**src/rtl/rom_loader.sv**
```systemverilog
// Byte-stream boot loader: fills program/exception ROM, holds CPU in reset.
// Optional macro ROM_LOADER_READBACK_EN adds a CHECK cycle after each write.
module rom_loader #(
    parameter int WORDS = 64
) (
    input  logic        sys_clk,
    input  logic        sys_rst_n,
    input  logic [7:0]  in_data,
    input  logic        in_valid,
    output logic        in_ready,
    output logic        rom_we,
    output logic        rom_select,
    output logic [5:0]  rom_addr,
    output logic [31:0] rom_wd,
    input  logic [31:0] rom_rd,
    output logic        cpu_rst,
    output logic        busy,
    output logic        done,
    output logic        err,
    output logic [6:0]  words_loaded
);

    localparam logic [2:0] S_IDLE  = 3'd0;
    localparam logic [2:0] S_COUNT = 3'd1;
    localparam logic [2:0] S_BYTES = 3'd2;
    localparam logic [2:0] S_WRITE = 3'd3;
`ifdef ROM_LOADER_READBACK_EN
    localparam logic [2:0] S_CHECK = 3'd4;
`endif
    localparam logic [2:0] S_DONE  = 3'd5;

    // Largest legal word count, sized to match the count byte.
    localparam logic [7:0] LP_MAX = 8'(WORDS);

    logic [2:0]  r_state;
    logic        r_sel;
    logic [5:0]  r_addr;
    logic [31:0] r_wd;
    logic        r_cpu_rst;
    logic        r_busy;
    logic        r_err;
    logic [6:0]  r_words;
    logic [6:0]  r_count;
    logic [1:0]  r_bcnt;

    logic        w_ready;
    logic        w_hdr_ok;
    logic        w_cnt_ok;

    assign w_ready  = (r_state == S_IDLE) || (r_state == S_COUNT) ||
                      (r_state == S_BYTES);
    assign w_hdr_ok = (in_data[7:1] == 7'b1010000);
    assign w_cnt_ok = (in_data != 8'd0) && (in_data <= LP_MAX);

`ifdef ROM_LOADER_READBACK_EN
    logic w_rd_bad;
    assign w_rd_bad = (rom_rd != r_wd);
`else
    logic w_last_wr;
    logic w_unused_rd;
    assign w_last_wr   = ((r_words + 7'd1) == r_count);
    assign w_unused_rd = ^rom_rd;
`endif

    // Frame sequencer: header, count, 4-byte words, write, finish.
    always_ff @(posedge sys_clk) begin
        if (!sys_rst_n) begin
            r_state   <= S_IDLE;
            r_sel     <= 1'b0;
            r_addr    <= 6'd0;
            r_wd      <= 32'd0;
            r_cpu_rst <= 1'b0;
            r_busy    <= 1'b0;
            r_err     <= 1'b0;
            r_words   <= 7'd0;
            r_count   <= 7'd0;
            r_bcnt    <= 2'd0;
        end else begin
            unique case (r_state)
                S_IDLE: begin
                    if (in_valid) begin
                        if (w_hdr_ok) begin
                            r_state   <= S_COUNT;
                            r_sel     <= in_data[0];
                            r_busy    <= 1'b1;
                            r_cpu_rst <= 1'b1;
                            r_err     <= 1'b0;
                            r_words   <= 7'd0;
                            r_addr    <= 6'd0;
                            r_bcnt    <= 2'd0;
                        end else begin
                            r_err <= 1'b1;
                        end
                    end
                end
                S_COUNT: begin
                    if (in_valid) begin
                        if (w_cnt_ok) begin
                            r_count <= in_data[6:0];
                            r_state <= S_BYTES;
                        end else begin
                            r_err     <= 1'b1;
                            r_busy    <= 1'b0;
                            r_cpu_rst <= 1'b0;
                            r_state   <= S_IDLE;
                        end
                    end
                end
                S_BYTES: begin
                    if (in_valid) begin
                        r_wd   <= {in_data, r_wd[31:8]};
                        r_bcnt <= r_bcnt + 2'd1;
                        if (r_bcnt == 2'd3) begin
                            r_state <= S_WRITE;
                        end
                    end
                end
                S_WRITE: begin
                    r_words <= r_words + 7'd1;
`ifdef ROM_LOADER_READBACK_EN
                    r_state <= S_CHECK;
`else
                    if (w_last_wr) begin
                        r_state <= S_DONE;
                    end else begin
                        r_addr  <= r_addr + 6'd1;
                        r_state <= S_BYTES;
                    end
`endif
                end
`ifdef ROM_LOADER_READBACK_EN
                S_CHECK: begin
                    if (w_rd_bad) begin
                        r_err <= 1'b1;
                    end
                    if (r_words == r_count) begin
                        r_state <= S_DONE;
                    end else begin
                        r_addr  <= r_addr + 6'd1;
                        r_state <= S_BYTES;
                    end
                end
`endif
                S_DONE: begin
                    r_busy    <= 1'b0;
                    r_cpu_rst <= 1'b0;
                    r_state   <= S_IDLE;
                end
                default: begin
                    r_state <= S_IDLE;
                end
            endcase
        end
    end

    assign in_ready     = w_ready;
    assign rom_we       = (r_state == S_WRITE);
    assign rom_select   = r_sel;
    assign rom_addr     = r_addr;
    assign rom_wd       = r_wd;
    assign cpu_rst      = r_cpu_rst;
    assign busy         = r_busy;
    assign done         = (r_state == S_DONE) && !r_err;
    assign err          = r_err;
    assign words_loaded = r_words;

endmodule
```
**config.mk**
```make
export PLATFORM = sky130hd
export DESIGN_NAME = rom_loader
export DESIGN_NICKNAME = d
export VERILOG_FILES = /design/src/rtl/rom_loader.sv
export SDC_FILE = /design/constraint.sdc
export NUM_CORES = 1
export LEC_CHECK = 0
export CORE_MARGIN = 10
export CORE_UTILIZATION = 45
export DETAILED_ROUTE_END_ITERATION = 8
export PLACE_DENSITY = 0.83
export SYNTH_ARGS = -nofsm -noshare
export SYNTH_HDL_FRONTEND = slang
export SYNTH_SLANG_ARGS = --single-unit
```
**constraint.sdc**
```tcl
create_clock -name sys_clk -period 4.6 [get_ports sys_clk]
set_input_delay 0.69 -clock sys_clk [delete_from_list [all_inputs] [get_ports sys_clk]]
set_output_delay 0.69 -clock sys_clk [all_outputs]
set_load 0.01 [all_outputs]
```
==> results.md, run 1 <==
- Synth Register Bits: 60
- Height of the chip: 97.4 um
- Slew headroom: around 22%
- CTS clk-pin slew, worst paths: 0.08 ns
- First-pass GRT wire length: about 12,000 um
- Layout overhead on the synthesized area: 31.1%
- Clk Latency, worst-skew pair: ~0.34 ns
- Chain of cells forming the critical path: nand3b_1 -> clkinv_1 -> clkdlybuf4s50_1
- Number of clock buffers inserted by TritonCTS: 9
- H-tree level count: 3
- Minimum clock period: 3.07 ns
- Final setup skew: around 0.008 ns
- Register area share after synthesis: 44.6%
- Leakage Power: 1.16 nW
- Post-layout instance area: roughly 0.0035 sq mm
- Core Footprint: a little under 0.006 sq mm
- Mean routed wirelength per cell: 14.6 um
- Share of the core filled with cells in the final layout: 60.4%
- Clock net sink count: 60
- Number of hold-slack violations in the final timing report: 0
- CP endpoint kind: output pin
- Sort of element at the start of the critical path: flip-flop
- Num rows: 28
- Warning count from the yosys run: 0
- Result of the run: completed
- Worst Path Required: between 3 and 4 ns
- Largest stage delay on the critical path: 0.59 ns
- Via count of the first global-routing pass: 2,382
- Root Buffer Master: sky130_fd_sc_hd__clkbuf_8
- Number of vias per cell: 5.36
- Hold buffer count at CTS: 0
- Unrepaired setup endpoints after global routing: false
- Chip Width: slightly below 100 um
- Post-placement cell area: 0.00333 sq mm
- DRC violation total after the first TritonRoute iteration: between 200 and 250
- WS Path Type: flip-flop to output pin
- Number of buffers on the longest clock path: 2
- Post-route clock period utilization: 66.8%
- Count of cells along the worst hold path: 2
- Critical Path Slowest Stage Cell: sky130_fd_sc_hd__clkdlybuf4s50_1
- Total power: 1.03 mW
- Post-route DRC violation count: 0
- I/O pin count: 95
- Buffers inserted during post-CTS setup optimization: 0
- Combined global-route utilization of all metal layers: 14.3%
- Effective utilization at floorplan: 46.0%
- Number of nets produced by synthesis: 389
- Largest net degree at the start of global routing: 36
- Total vias in the final route: 2,550
- Number of port buffers: 62
- Maximum clock rate: between 300 and 400 MHz
- Final setup fails: 0
- Post-Route WL: between 6000 and 7000 um
- Final TNS setup: 0 ns
- Maximum fanout along the worst path: 15
- Gate count after technology mapping: 343
- Worst min-delay path class: flip-flop to flip-flop
- Die footprint: 0.00948 sq mm
- Final number of max-transition violations: 0
- GRT Residual Overflow: 0
- Half-perimeter wire length after detailed placement: between 4000 and 5000 um
- Fraction of layout cells with a size suffix above 1: ~6.2%
- IR drop worst, VDD: between 150 and 200 uV
- Cells on worst reg2reg path: 5
- Antenna cell count: 0
- Number of routed nets with antenna violations: 0
- Clock tree from TritonCTS: done
- Power density over the cells: 292 mW/mm^2
- Data arrival time of the critical path: about 2.4 ns
- Net count of the finished layout: 442
- Summed instance area of the synthesized netlist: 0.00269 sq mm
- Synthesized area per cell: a little under 8 sq um
- Transition time at the pin with the least slew margin: approximately 1.2 ns
- Distinct cell type count of the synthesized netlist: 44
- Max-cap violation count: 0
- Resized cells post-CTS: 0
- Routability-driven placement congestion ratio: 0.874
- Antenna violations before repair: 0
- Number of detailed-route iterations in the first pass: 4
## stage by stage
stage                     std cells  worst slack, ns  hold WS, ns
after floorplan                 343             2.55        0.440
after global placement          460             1.69        0.440
after detailed placement        460             1.68        0.450
after CTS                       476             1.53        0.461
after global routing            476             1.32        0.479
final                           476             1.53        0.458
## cell usage in the layout (no fill, tap or decap), drive strengths merged, types with 2 or more instances in the layout
master         instances
clkbuf                 9
o21a                   2
or2                    2
buf                    2
inv                    3
xnor2                  7
or4                    2
ha                     3
o211ai                 7
clkinvlp               2
nand2                 87
dfxtp                 60
or3                    4
nor3                   7
o21ai                 18
nand4b                 4
xor2                   3
and2                   2
and3                   4
nor2                  14
clkinv                 4
nand3                 23
a31oi                  6
nor4                   2
nand3b                 2
clkdlybuf4s50         62
a21oi                 45
nand2b                 4
## logic make-up (layout without fill, tap and decap cells)
family | count (synthesis) | in the layout | share of synthesized area (%)
buffers and inverters | 25 | 83 | 4.04
AOI/OAI and AO/OA | 86 | 86 | 19.1
muxes | 1 | 1 | 0.372
xor gates and xnor gates | 10 | 10 | 3.25
DFF | 60 | 60 | 44.6
and+or+nand+nor | 158 | 158 | 27.3
adders and majority gates | 3 | 3 | 1.39
## report_power, final
| group | total, mW | switching, mW | internal (mW) |
|---|---|---|---|
| logic | 0.0346 | 0.0214 | 0.0132 |
| clock network | 0.475 | 0.223 | 0.252 |
| registers | 0.521 | 0.000756 | 0.520 |
## sequential cells by signal, summed over array words and instances, names as in the netlist
signal / flops
rom_select: 1
r_bcnt: 2
rom_addr: 6
busy: 1
rom_wd: 32
r_count: 7
r_state: 3
err: 1
words_loaded: 7
## synthesized netlist by cell type (all sizes together)
| cell type | instances | area share, % |
|---|---|---|
| mux2i | 1 | 0.37 |
| inv | 2 | 0.28 |
| dfxtp | 60 | 45 |
| a2111oi | 1 | 1.0 |
| nand4b | 4 | 1.3 |
| o32ai | 1 | 0.33 |
| xor2 | 3 | 0.98 |
| nand3b | 2 | 0.56 |
| buf | 6 | 1.4 |
| or4 | 2 | 0.70 |
| o211a | 1 | 0.37 |
| clkbuf | 16 | 2.2 |
| o211ai | 7 | 2.0 |
| a31o | 1 | 0.33 |
| nor2 | 14 | 2.0 |
| nand3 | 23 | 4.3 |
| xnor2 | 7 | 2.3 |
| and3 | 4 | 0.93 |
| a21oi | 45 | 8.4 |
| ha | 3 | 1.4 |
| clkinv | 1 | 0.14 |
| o21ai | 18 | 3.3 |
| o21bai | 1 | 0.28 |
| o21a | 2 | 0.56 |
| o2111ai | 1 | 0.56 |
| or2 | 2 | 0.46 |
| nor4 | 2 | 0.70 |
| o311ai | 1 | 0.33 |
| or3 | 4 | 0.93 |
| a21o | 1 | 0.28 |
| nor3 | 7 | 1.7 |
| and2 | 2 | 0.46 |
| nand2b | 4 | 0.93 |
| nand2 | 87 | 12 |
| a31oi | 6 | 1.4 |
| nor3b | 1 | 0.28 |
## layer usage
layer / global-route usage [%] / share of wire, % / vias to the layer above
met5: 0 / 0 / -
met3: 4.91 / 6.2 / 11
met4: 7.05 / 1.8 / 0
met2: 23.7 / 49 / 66
met1: 16.0 / 43 / 1179
li1: - / - / 1294
## path summary, 6_finish.rpt
path	slack, ns	endpoint	startpoint
min	0.46	rom_wd[3]	rom_wd[3]
max reg2reg	2.18	words_loaded[2]	r_state[2]
min reg2reg	0.46	rom_wd[3]	rom_wd[3]
max	1.53	rom_we	r_state[0]
## final cells by class
| class | instances | area [sq um] |
|---|---|---|
| fillers | 512 | 2320 |
| clock buffers | 9 | 124 |
| inverters | 3 | 11.3 |
| multi-input cells | 258 | 1390 |
| repair buffers | 64 | 636 |
| clock inverters | 7 | 76.3 |
| well taps | 75 | 93.8 |
| flip-flops and latches | 60 | 1200 |
## critical path: cells and delay by family, from the launching register on
family | cells | cell delay (ns)
buffers and inverters | 2 | 0.96
DFF | 1 | 0.57
and+or+nand+nor | 1 | 0.51
(Power assumes the default switching activity.)
==> run 2: changes to the inputs <==
Settings changed: CORE_UTILIZATION 45 to 40, PLACE_DENSITY 0.83 to 0.78.
Clock period 4.6 ns to 2.6 ns, I/O delays scaled along.
==> results.md, run 2 (synthesized netlist as in run 1, its figures left out) <==
- Final number of max-transition violations: 0 (unchanged)
- Maximum fanout along the worst path: 11 (-4)
- Net count of the finished layout: 448 (+1.4%)
- Max-cap violation count: 0 (unchanged)
- Share of the core filled with cells in the final layout: 55.4% (-4.9 points)
- Data arrival time of the critical path: 1.93 ns (-0.45 ns)
- Leakage Power: 1.19 nW (+2.5%)
- Reg-to-reg critical path startpoint: words_loaded[0]
- Chip Width: 102 um (+4.8%)
- Number of buffers on the longest clock path: 2 (unchanged)
- Post-route clock period utilization: between 80% and 90%
- Combined global-route utilization of all metal layers: 13.6% (-0.71 points)
- Routability-driven placement congestion ratio: 0.880 (+0.78%)
- Height of the chip: 102 um (+4.8%)
- Clock net sink count: 60 (unchanged)
- I/O pin count: 95 (unchanged)
- Core Footprint: 0.00646 sq mm (+10%)
- WS Path Type: flip-flop to output pin
- Largest net degree at the start of global routing: 36 (unchanged)
- Most common cell after layout, fill and taps aside: sky130_fd_sc_hd__nand2_1
- Fraction of layout cells with a size suffix above 1: 7.62% (+1.4 points)
- Place WS: 0.226 ns (-1.45 ns)
- Post-layout worst setup margin: 0.277 ns (-1.25 ns)
- Total vias in the final route: 2,617 (+2.6%)
- Total area of sequential cells: 0.00120 sq mm (unchanged)
- Result of the run: completed
- Number of port buffers: 62 (unchanged)
- Post-route DRC violation count: 0 (unchanged)
- Antenna violations before repair: 0 (unchanged)
- Final TNS setup: 0 ns (unchanged)
- Clock tree from TritonCTS: done
- Die footprint: 0.0104 sq mm (+9.9%)
- Maximum clock rate: between 400 and 500 MHz
- Filler Cell Count: 582 (+14%)
- Half-perimeter wire length after detailed placement: 4910 um (+1.4%)
- GRT Residual Overflow: 0 (unchanged)
- H-tree level count: 3 (unchanged)
- Combined area of the multi-input logic cells: 0.00139 sq mm (unchanged)
- First-pass GRT wire length: 11,700 um (+1.3%)
- Transition time at the pin with the least slew margin: 0.723 ns (-0.436 ns)
- Effective utilization at floorplan: 41.7% (-4.3 points)
- CTS clk-pin slew, worst paths: 0.07 ns (about the same)
- Worst min-delay path class: flip-flop to flip-flop
- Max reg flops: 32 (unchanged)
- Number of vias per cell: 5.41 (+0.93%)
- Final setup skew: 0.0104 ns (+0.00231 ns)
- Power density over the cells: 508 mW/mm^2 (+74%)
- Post-Route WL: 6970 um (+0.55%)
- Mean routed wirelength per cell: 14.4 um (-1.1%)
- Worst Path Required: 2.21 ns (-1.70 ns)
- Antenna cell count: 0 (unchanged)
- Slew headroom: 51.6% (+29 points)
- Minimum clock period: around 2.3 ns
- Start point of the critical path: r_state[0]
- Clk Latency, worst-skew pair: 0.34 ns (about the same)
- CP endpoint kind: output pin
- Unrepaired setup endpoints after global routing: false
- Number of clock buffers inserted by TritonCTS: 9 (unchanged)
- Number of detailed-route iterations in the first pass: 5 (+1)
- Layout overhead on the synthesized area: 32.9%
- Sort of element at the start of the critical path: flip-flop
- Root Buffer Master: sky130_fd_sc_hd__clkbuf_8
- Resized cells post-CTS: 0 (unchanged)
- Number of hold-slack violations in the final timing report: 0 (unchanged)
- Buffers inserted during post-CTS setup optimization: 0 (unchanged)
- Worst hold margin: 0.454 ns (-0.00437 ns)
- IR drop worst, VDD: 286 uV (+80%)
- Num rows: 29 (+3.6%)
- Worst min-delay path startpoint: rom_select
- Most frequent cells in the layout: sky130_fd_sc_hd__nand2_1, sky130_fd_sc_hd__clkdlybuf4s50_1, sky130_fd_sc_hd__dfxtp_1, sky130_fd_sc_hd__a21oi_1, sky130_fd_sc_hd__nand3_1
- Final setup fails: 0 (unchanged)
- DRC violation total after the first TritonRoute iteration: 216 (+7.5%)
- Number of routed nets with antenna violations: 0 (unchanged)
- Via count of the first global-routing pass: 2,443 (+2.6%)
- Hold buffer count at CTS: 0 (unchanged)
run 2: path summary, 6_finish.rpt:
kind | endpoint | slack [ns] | cells after the start
max | done | 0.28 | 3
min | rom_select | 0.45 | 2
max reg2reg | rom_addr[5] | 0.37 | 6
min reg2reg | rom_select | 0.45 | 2
run 2: metrics by stage:
step	area [sq um]	power, mW	cells
floorplan	2690	0.970	343
global placement	3380	1.01	468
detailed placement	3380	1.01	468
CTS	3580	1.84	484
global route	3580	1.88	484
finish	3580	1.82	484
run 2: area by class of cell:
| type | instances | area share, % |
|---|---|---|
| Sequential cell | 60 | 33.6 |
| Timing Repair Buffer | 70 | 19.0 |
| Multi-Input combinational cell | 258 | 38.8 |
| Clock inverter | 7 | 2.13 |
| Clock buffer | 9 | 3.46 |
| Tap cell | 77 | 2.69 |
| Inverter | 3 | 0.315 |
run 2: worst max-delay path, cell delays in order, from the launching register on:
cell                              delay, ns
sky130_fd_sc_hd__dfxtp_1               0.56
sky130_fd_sc_hd__nand2_1               0.23
sky130_fd_sc_hd__nor3b_1               0.24
sky130_fd_sc_hd__clkdlybuf4s50_1       0.57
run 2: power by group:
group | switching [mW] | total (mW) | internal [mW]
registers | 0.00139 | 0.922 | 0.920
clock network | 0.386 | 0.832 | 0.446
logic | 0.0388 | 0.0632 | 0.0245
total | 0.426 | 1.82 | 1.39
run 2: metal layers:
layer  wire length (um)  up-vias  GRT usage [%]
met5                  0        -              0
met4                147        0           5.97
met3                493       16           4.05
met2               3350       99           22.8
met1               2980     1193           15.8
li1                   -     1309              -
==> run 3: changes to the inputs <==
==> constraint.sdc (replaced) <==
create_clock -name sys_clk -period 2.6 [get_ports sys_clk]
set_input_delay 0.78 -clock sys_clk [delete_from_list [all_inputs] [get_ports sys_clk]]
set_output_delay 0.78 -clock sys_clk [all_outputs]
set_load 0.01 [all_outputs]
==> results.md, run 3 (synthesized netlist as in run 1, its figures left out) <==
- WS Path Type: flip-flop to output pin
- H-tree level count: 3 (unchanged)
- IR drop worst, VDD: 412 uV (+44%)
- Effective utilization at floorplan: 41.7% (unchanged)
- CTS clk-pin slew, worst paths: 0.07 ns (about the same)
- Height of the chip: 102 um (unchanged)
- Clk Latency, worst-skew pair: 0.34 ns (about the same)
- Layout overhead on the synthesized area: 39.4%
- Number of clock buffers inserted by TritonCTS: 9 (unchanged)
- Max-cap violation count: 0 (unchanged)
- Combined global-route utilization of all metal layers: 14.1% (+0.47 points)
- Fraction of layout cells with a size suffix above 1: 11.1% (+3.5 points)
- Maximum fanout along the worst path: 7 (-4)
- Share of the core filled with cells in the final layout: 58.1% (+2.7 points)
- Most frequent cells in the layout: sky130_fd_sc_hd__nand2_1, sky130_fd_sc_hd__clkdlybuf4s50_1, sky130_fd_sc_hd__dfxtp_1, sky130_fd_sc_hd__a21oi_1, sky130_fd_sc_hd__nand3_1
- Root Buffer Master: sky130_fd_sc_hd__clkbuf_8
- Worst Path Required: 1.82 ns (-0.39 ns)
- Mean routed wirelength per cell: 14.5 um (+0.66%)
- Combined area of the multi-input logic cells: 0.00140 sq mm (+0.90%)
- GRT Residual Overflow: 0 (unchanged)
- Clock tree from TritonCTS: done
- I/O pin count: 95 (unchanged)
- Routed length on met2: 3570 um (+6.8%)
- Largest net degree at the start of global routing: 36 (unchanged)
- Worst path top cell family by delay: buffers and inverters
- Number of hold-slack violations in the final timing report: 0 (unchanged)
- Sort of element at the start of the critical path: flip-flop
- Detailed-route wire length on metal 1: 2920 um (-2.0%)
- Post-layout instance area: 0.00375 sq mm (+4.9%)
- Transition time at the pin with the least slew margin: 0.756 ns (+0.0332 ns)
- Post-route clock period utilization: 95.9% (+6.5 points)
- Cell-internal power: 1.53 mW (+9.8%)
- Half-perimeter wire length after detailed placement: 5090 um (+3.8%)
- Total power: 1.96 mW (+7.6%)
- Antenna cell count: 0 (unchanged)
- Final setup fails: 0 (unchanged)
- Number of detailed-route iterations in the first pass: 4 (-1)
- Final setup skew: 0.00915 ns (-0.00122 ns)
- Wire length on met3: 570 um (+16%)
- Core Footprint: 0.00646 sq mm (unchanged)
- Filler Cell Count: 573 (-1.5%)
- Total area of sequential cells: 0.00120 sq mm (unchanged)
- Post-Route WL: 7230 um (+3.8%)
- Unrepaired setup endpoints after global routing: false
- Max reg flops: 32 (unchanged)
- Buffers inserted during post-CTS setup optimization: 0 (unchanged)
- Post-placement cell area: 0.00352 sq mm (+4.1%)
- Hold buffer count at CTS: 0 (unchanged)
- Data arrival time of the critical path: 1.71 ns (-0.22 ns)
- Worst min-delay path class: flip-flop to flip-flop
- Total vias in the final route: 2,655 (+1.5%)
- Num rows: 29 (unchanged)
- Combinational share of power: 4.2% (+0.7 points)
- Largest stage delay on the critical path: 0.54 ns (-0.03 ns)
- Clock net sink count: 60 (unchanged)
- Proportion of power drawn by the clock network: 48.6% (+2.8 points)
- Buffers and inverters on the worst path: 3 (+2)
- Via count of the first global-routing pass: 2,484 (+1.7%)
- DRC violation total after the first TritonRoute iteration: 146 (-32%)
- Net Switching: 0.428 mW (+0.52%)
- Die footprint: 0.0104 sq mm (unchanged)
- Number of routed nets with antenna violations: 0 (unchanged)
- Chain of cells forming the critical path: buf_4 -> nand3b_1 -> clkinv_1 -> clkdlybuf4s50_1
- Portion of total power attributed to sequential cells: 47.1% (-3.6 points)
- Routability-driven placement congestion ratio: 0.900 (+2.2%)
- First-pass GRT wire length: 11,700 um (+0.47%)
- Chip Width: 102 um (unchanged)
- Critical Path Slowest Stage Cell: sky130_fd_sc_hd__clkdlybuf4s50_1
- Net count of the finished layout: 463 (+3.3%)
- Switching Share: 21.9% (-1.6 points)
- CP endpoint kind: output pin
- Number of buffers on the longest clock path: 2 (unchanged)
- Maximum clock rate: 401 MHz (-6.8%)
- Post-route DRC violation count: 0 (unchanged)
- Result of the run: completed
- Leakage Power: 1.29 nW (+8.5%)
- Antenna violations before repair: 0 (unchanged)
- Minimum clock period: 2.49 ns (+0.169 ns)
- Slew headroom: 49.4% (-2.2 points)
- Most common cell after layout, fill and taps aside: sky130_fd_sc_hd__nand2_1
- Final number of max-transition violations: 0 (unchanged)
- Highest Signal Layer: met4
- Number of port buffers: 62 (unchanged)
- Power density over the cells: 521 mW/mm^2 (+2.6%)
- Number of vias per cell: 5.32 (-1.6%)
-- run 3: cell count changes in the layout (fill, tap and decap cells not counted), sizes merged --
cell	change
bufinv	+1
clkdlybuf4s50	-1
inv	-1
buf	+15
clkbuf	+2
dlygate4sd2	+1
clkinv	-1
clkinvlp	-1
-- run 3: worst paths after layout --
kind              startpoint     endpoint  slack [ns]  depth (start not counted)
max               r_state[0]       rom_we        0.11                          4
min                rom_wd[1]    rom_wd[1]        0.45                          2
max reg2reg  words_loaded[0]  rom_addr[5]        0.32                          6
min reg2reg        rom_wd[1]    rom_wd[1]        0.45                          2
-- run 3: what timing repair did --
action,4_1_cts,5_1_grt
setup endpoints to repair,1,3
resized for setup,2,2
pin swaps,0,0
-- run 3: stage by stage --
stage                     setup WS, ns  hold slack, ns  setup TNS (ns)  instances
after global placement          -0.159           0.441           -1.95        483
after floorplan                  0.458           0.440               0        343
final                            0.108           0.454               0        499
after detailed placement        -0.194           0.446           -2.40        483
after global routing            0.0373           0.474               0        499
after CTS                        0.103           0.456               0        499
-- run 3: tightest hold or removal path, delay by kind of cell (launching register included) --
family,cells,cell delay [ns]
and+or+nand+nor,1,0.05
AOI/OAI and AO/OA,1,0.05
DFF,1,0.31
-- run 3: routing by layer --
| metal | vias up | global-route usage, % |
|---|---|---|
| met5 | - | 0 |
| met4 | 0 | 6.83 |
| met3 | 15 | 4.86 |
| met2 | 87 | 23.6 |
| met1 | 1216 | 15.7 |
| li1 | 1337 | - |
-- run 3: cell type report --
| cell class | instances | area share, % |
|---|---|---|
| timing repair buffer | 85 | 21.8 |
| tap | 77 | 2.57 |
| multi-input combinational | 258 | 37.4 |
| clock inverter | 5 | 2.27 |
| sequential | 60 | 32.0 |
| inverter | 3 | 0.300 |
| clock buffer | 11 | 3.77 |
-- run 3: power by group through the flow --
stage	sequential, mW	combinational (mW)	clock [mW]
detailed placement	0.943	0.0794	0
floorplan	0.943	0.0271	0
CTS	0.922	0.0801	0.965
finish	0.922	0.0828	0.952
global route	0.921	0.0889	1.01
global placement	0.943	0.0791	0
